### src/rtl/lsu_arb_pkg.sv
// lsu_arb_pkg: owner encoding and LSU bmask codes shared by the bus arbiter (optional grant statistics: ARB_STATS_EN)
package lsu_arb_pkg;
  typedef enum logic [1:0] {IDLE = 2'd0, OWN0 = 2'd1, OWN1 = 2'd2} owner_e;
  localparam logic [2:0] BM_BYTE  = 3'b000;
  localparam logic [2:0] BM_HALF  = 3'b001;
  localparam logic [2:0] BM_WORD  = 3'b010;
  localparam logic [2:0] BM_BYTEU = 3'b100;
  localparam logic [2:0] BM_HALFU = 3'b101;
endpackage

### src/rtl/rr_pick2.sv
// rr_pick2: two-way round-robin picker, one-hot grant favouring the master not granted last
module rr_pick2 (
  input  logic [1:0] req,
  input  logic       last,
  output logic [1:0] gnt
);
  // on contention hand the bus to the master that did not win last time
  always_comb gnt = (&req) ? (last ? 2'b01 : 2'b10) : req;
endmodule

### src/rtl/lsu_bus_arbiter.sv
// lsu_bus_arbiter: round-robin two-master LSU port arbiter with locked bursts and starvation cap (ARB_STATS_EN adds grant counters)
module lsu_bus_arbiter
  import lsu_arb_pkg::*;
#(
  parameter int ADDR_W   = 32,
  parameter int DATA_W   = 32,
  parameter int LOCK_MAX = 8
) (
  input  logic              i_clk,
  input  logic              i_reset,
  input  logic              i_m0_req,
  input  logic              i_m1_req,
  input  logic              i_m0_lock,
  input  logic              i_m1_lock,
  input  logic [ADDR_W-1:0] i_m0_addr,
  input  logic [ADDR_W-1:0] i_m1_addr,
  input  logic [DATA_W-1:0] i_m0_wdata,
  input  logic [DATA_W-1:0] i_m1_wdata,
  input  logic              i_m0_wren,
  input  logic              i_m1_wren,
  input  logic [2:0]        i_m0_bmask,
  input  logic [2:0]        i_m1_bmask,
  output logic              o_m0_gnt,
  output logic              o_m1_gnt,
  output logic              o_m0_rvalid,
  output logic              o_m1_rvalid,
  output logic [DATA_W-1:0] o_m0_rdata,
  output logic [DATA_W-1:0] o_m1_rdata,
  output logic              o_s_req,
  output logic [ADDR_W-1:0] o_s_addr,
  output logic [DATA_W-1:0] o_s_wdata,
  output logic              o_s_wren,
  output logic [2:0]        o_s_bmask,
  input  logic [DATA_W-1:0] i_s_rdata,
  output logic [1:0]        o_owner
`ifdef ARB_STATS_EN
  ,
  output logic [15:0]       o_m0_gnt_cnt,
  output logic [15:0]       o_m1_gnt_cnt,
  output logic [15:0]       o_starve_cnt
`endif
);
  localparam int CNT_W = $clog2(LOCK_MAX + 1);
  localparam logic [CNT_W-1:0] CNT_MAX = CNT_W'(LOCK_MAX);
  owner_e state, state_nx;
  logic last, tag_v, tag_id, own0, own1, forced, gid, contested, kept;
  logic [CNT_W-1:0] cnt, cnt_nx;
  logic [1:0] req, lock, rr_gnt, gnt;
  assign req  = {i_m1_req, i_m0_req};
  assign lock = {i_m1_lock, i_m0_lock};
  rr_pick2 u_pick (.req(req), .last(last), .gnt(rr_gnt));
  // owner priority with forced hand-over at the cap, otherwise round-robin; next owner and contested-run length
  always_comb begin
    own0      = state == OWN0 && req[0];
    own1      = state == OWN1 && req[1];
    forced    = ((own0 && req[1]) || (own1 && req[0])) && cnt == CNT_MAX;
    gnt       = !i_reset ? 2'b00 : own0 ? (forced ? 2'b10 : 2'b01) : own1 ? (forced ? 2'b01 : 2'b10) : rr_gnt;
    gid       = gnt[1];
    contested = gid ? req[0] : req[1];
    kept      = gid ? state == OWN1 : state == OWN0;
    state_nx  = (|gnt && lock[gid]) ? (gid ? OWN1 : OWN0) : IDLE;
    cnt_nx    = (|gnt && lock[gid] && contested && !forced) ? (kept ? cnt + CNT_W'(1) : CNT_W'(1)) : '0;
  end
  // ownership, round-robin pointer, lock run and the one-deep load response tag
  always_ff @(posedge i_clk or negedge i_reset) begin
    if (!i_reset) begin
      state  <= IDLE;
      last   <= 1'b1;
      cnt    <= '0;
      tag_v  <= 1'b0;
      tag_id <= 1'b0;
    end else begin
      state  <= state_nx;
      last   <= |gnt ? gid : last;
      cnt    <= cnt_nx;
      tag_v  <= |gnt && !o_s_wren;
      tag_id <= gid;
    end
  end
  assign o_m0_gnt    = gnt[0];
  assign o_m1_gnt    = gnt[1];
  assign o_s_req     = |gnt;
  assign o_s_addr    = gnt[0] ? i_m0_addr  : gnt[1] ? i_m1_addr  : '0;
  assign o_s_wdata   = gnt[0] ? i_m0_wdata : gnt[1] ? i_m1_wdata : '0;
  assign o_s_wren    = gnt[0] ? i_m0_wren  : gnt[1] && i_m1_wren;
  assign o_s_bmask   = gnt[0] ? i_m0_bmask : gnt[1] ? i_m1_bmask : 3'b000;
  assign o_m0_rvalid = tag_v && !tag_id;
  assign o_m1_rvalid = tag_v && tag_id;
  assign o_m0_rdata  = o_m0_rvalid ? i_s_rdata : '0;
  assign o_m1_rdata  = o_m1_rvalid ? i_s_rdata : '0;
  assign o_owner     = state;
`ifdef ARB_STATS_EN
  // saturating grant and forced-switch counters
  always_ff @(posedge i_clk or negedge i_reset) begin
    if (!i_reset) begin
      o_m0_gnt_cnt <= '0;
      o_m1_gnt_cnt <= '0;
      o_starve_cnt <= '0;
    end else begin
      o_m0_gnt_cnt <= (gnt[0] && ~&o_m0_gnt_cnt) ? o_m0_gnt_cnt + 16'd1 : o_m0_gnt_cnt;
      o_m1_gnt_cnt <= (gnt[1] && ~&o_m1_gnt_cnt) ? o_m1_gnt_cnt + 16'd1 : o_m1_gnt_cnt;
      o_starve_cnt <= (forced && ~&o_starve_cnt) ? o_starve_cnt + 16'd1 : o_starve_cnt;
    end
  end
`endif
endmodule

### config.mk
export PLATFORM = sky130hd
export DESIGN_NAME = lsu_bus_arbiter
export DESIGN_NICKNAME = d
export VERILOG_FILES = /design/src/rtl/lsu_arb_pkg.sv /design/src/rtl/rr_pick2.sv /design/src/rtl/lsu_bus_arbiter.sv
export SDC_FILE = /design/constraint.sdc
export NUM_CORES = 1
export LEC_CHECK = 0
export CORE_AREA = 3 3 119 121
export DETAILED_ROUTE_END_ITERATION = 12
export DIE_AREA = 0 0 122 124
export GPL_TIMING_DRIVEN = 0
export MAX_ROUTING_LAYER = met4
export PLACE_DENSITY = 0.65
export SYNTH_ARGS = -nofsm -noshare
export SYNTH_HDL_FRONTEND = slang
export SYNTH_SLANG_ARGS = --single-unit
export TNS_END_PERCENT = 100
### constraint.sdc
create_clock -name i_clk -period 3.8 [get_ports i_clk]
set_input_delay 0.38 -clock i_clk [delete_from_list [all_inputs] [get_ports i_clk]]
set_output_delay 0.38 -clock i_clk [all_outputs]
set_load 0.03 [all_outputs]
==> results of run 1 <==
==> cell usage after synthesis, drive strengths merged, types with 2 or more instances <==
cell | number | area share (%)
a22o | 67 | 33
and2 | 35 | 12
nor3 | 5 | 1.4
nor2 | 2 | 0.42
o21ai | 4 | 1.1
nand3 | 6 | 1.7
nand2b | 2 | 0.71
buf | 15 | 7.8
inv | 4 | 0.99
nor2b | 5 | 1.8
dfrtp | 8 | 11
and3 | 34 | 12
ha | 2 | 1.4
o31ai | 2 | 0.85
clkbuf | 9 | 1.9
nand2 | 7 | 1.5
==> cells by family (layout without fill, tap and decap cells) <==
| family | Yosys count | count (layout) | share of synthesized area (%) |
|---|---|---|---|
| DFF | 9 | 9 | 12.8 |
| buffers and inverters | 28 | 344 | 10.7 |
| and+or+nand+nor | 99 | 99 | 33.4 |
| xor gates and xnor gates | 2 | 2 | 0.990 |
| AOI/OAI and AO/OA | 82 | 82 | 40.7 |
| adders and majority gates | 2 | 2 | 1.41 |
==> layout make-up <==
type | count | area, µm² | share of cell area (%)
plain buffers | 24 | 171 | 3.30
clock buffers | 3 | 75.1 | 1.45
clock inverters | 1 | 5.00 | 0.0964
inverters | 4 | 17.5 | 0.337
multi-input cells | 185 | 1360 | 26.1
flip-flops and latches | 9 | 226 | 4.36
well taps | 176 | 220 | 4.24
repair buffers | 312 | 3120 | 60.1
==> final timing paths <==
check	endpoint	depth (start not counted)	startpoint	slack, ps
max in group asynchronous	tag_id	1	i_reset	2820
min reg2reg	last	1	last	520
min in group asynchronous	cnt[1]	1	i_reset	550
max	o_s_wdata[6]	9	i_m0_req	240
max reg2reg	cnt[0]	8	cnt[0]	1740
min	last	1	last	520
==> placed cells by master (no fill, tap or decap), types with 4 or more instances in the layout <==
cell type | Yosys | layout
a22o_1 | 67 | 67
and2_1 | 35 | 35
and3_1 | 34 | 34
buf_2 | 5 | 5
buf_6 | 10 | 10
clkbuf_1 | 9 | 9
clkdlybuf4s50_1 | 0 | 312
dfrtp_1 | 8 | 8
nand2_1 | 7 | 7
nand3_1 | 6 | 6
nor2b_1 | 5 | 5
nor3_1 | 5 | 5
o21ai_0 | 4 | 4
==> per-stage QoR <==
step           setup slack, ps  utilization, %  total power [µW]  hold slack, ps  instances
5_1_grt                   79.0            39.4              1230             529        714
3_3_place_gp               277            38.8               978             508        710
2_1_floorplan             1320               -               525            84.4        222
4_1_cts                    239            39.4              1170             519        714
6_report                   237            39.4              1170             522        714
3_5_place_dp               257            38.8               983             512        710
==> critical path, stage by stage <==
cell and delay, ps:
clkdlybuf4s50_1 540, and3b_1 290, a31o_1 250, o22ai_2 200
nor2b_1 190, buf_6 140, buf_2 220, a22o_1 190
clkdlybuf4s50_1 770
==> sequential cells by signal (all words and copies together), names as in the netlist <==
| name | cells |
|---|---|
| tag_id | 1 |
| o_owner | 2 |
| cnt | 4 |
| tag_v | 1 |
| last | 1 |
==> power by group through the flow <==
| stage | clock network (µW) | registers, µW | logic (µW) |
|---|---|---|---|
| final | 184 | 112 | 871 |
| after global routing | 195 | 114 | 917 |
| after CTS | 187 | 112 | 875 |
| after detailed placement | 0 | 114 | 869 |
| after global placement | 0 | 114 | 865 |
| after floorplan | 0 | 113 | 412 |
==> per-layer routing <==
| layer | vias up | wire length [µm] |
|---|---|---|
| met5 | - | 0 |
| met4 | 0 | 104 |
| met3 | 12 | 1790 |
| met2 | 174 | 6330 |
| met1 | 1416 | 4850 |
| li1 | 1491 | - |
==> qor.csv, run 1 <==
metric,value,unit
n_diodes,0,
Comb power frac,74.6,%
die footprint,15100,µm²
P_int,679,µW
post-synth net total,398,
Clock Skews,2.75,ps
CTS max path bufs,2,
Initial Util,13.4,%
die width,122,µm
M1 GR Usage,17.5,%
Max Cap Viol,0,
Std-Cell Rows,42,
CTS resizes,0,
setup repair bufs after CTS,0,
WL final,13100,µm
Max Slew Vio Count,0,
TNS Setup,0,ps
total global routing overflow,0,
maximum vdd drop,0.244,mV
Placed Area,5110,µm²
required time of the critical path,3420,ps
met3 Use GR,8.63,%
clock power share,15.8,%
fin crit share,93.8,%
root buf cell,clkbuf_16,
Max Fclk,281,MHz
Post-synth EDFFs,0,
vias,3093,
initial DRC count,104,
Setup Viol. Count Final,0,
layout cells sized above 1,4.46,%
number of global-route vias before repair,3068,
Total GRT Usage,15.5,%
RSZ-0062 raised after global routing,no,
CP endpoint kind,output port,
placed wire-length estimate,11500,µm
"flops & latches, synth",9,
Mean Syn Cell Area,7.97,µm²
Area Overhead vs Synth,193,%
maximum fanout along the worst path,10,
"Primary FF master, synth",dfrtp_1,
ys async rst share,100,%
Post-Syn Area,1770,µm²
slew margin rel.,55.7,%
status,finished clean,
drt first pass iters,4,
CTS sink cnt,9,
"Reg clk slew, reported paths",40,ps
Fin. Hold Viols,0,
largest net degree at the start of global routing,16,
hold_buf cts,0,
core area,13200,µm²
Vias/cell,4.33,
sequential fraction of the synthesis area,12.8,%
M2 GR Usage,25.2,%
later-pin clock latency in the skew report,240,ps
CTS buffer count,3,
"Distinct cells, synth",33,
power per standard cell area,225,nW/µm²
Setup CP Type,input port to output port,
Nets,715,
yosys synthesis warning count,0,
placer's final routability congestion estimate,0.890,
DR DRC count,0,
initial antenna violation count,0,
Sw Ratio,41.9,%
sequential share of power,9.6,%
first-pass GRT wire length,17700,µm
# IOs,313,
minimum clock period,3560,ps
WL per Instance,18.3,µm
CP Data Arrival Time,3180,ps
post-synthesis cell count,222,
LEAKAGE,0.00209,µW
Startpoint Class,input port,
worst min path class,register to register,
Routed Antenna Nets,0,
die height,124,µm
I/O Buffers,312,
post-route cell area,5190,µm²
fill count,1317,
CTS tree,built,
GRT busiest layer,met2,
Psw,489,µW
H-tree depth,1,
Least-Margin Pin Slew,663,ps
No activity file was read; power rests on OpenSTA's default activity.
==> run 2: changes to the inputs <==
- SLEW_MARGIN: not set -> 10
==> results of run 2 <==
Final layout, timing and power as in run 1 (identical DEF).
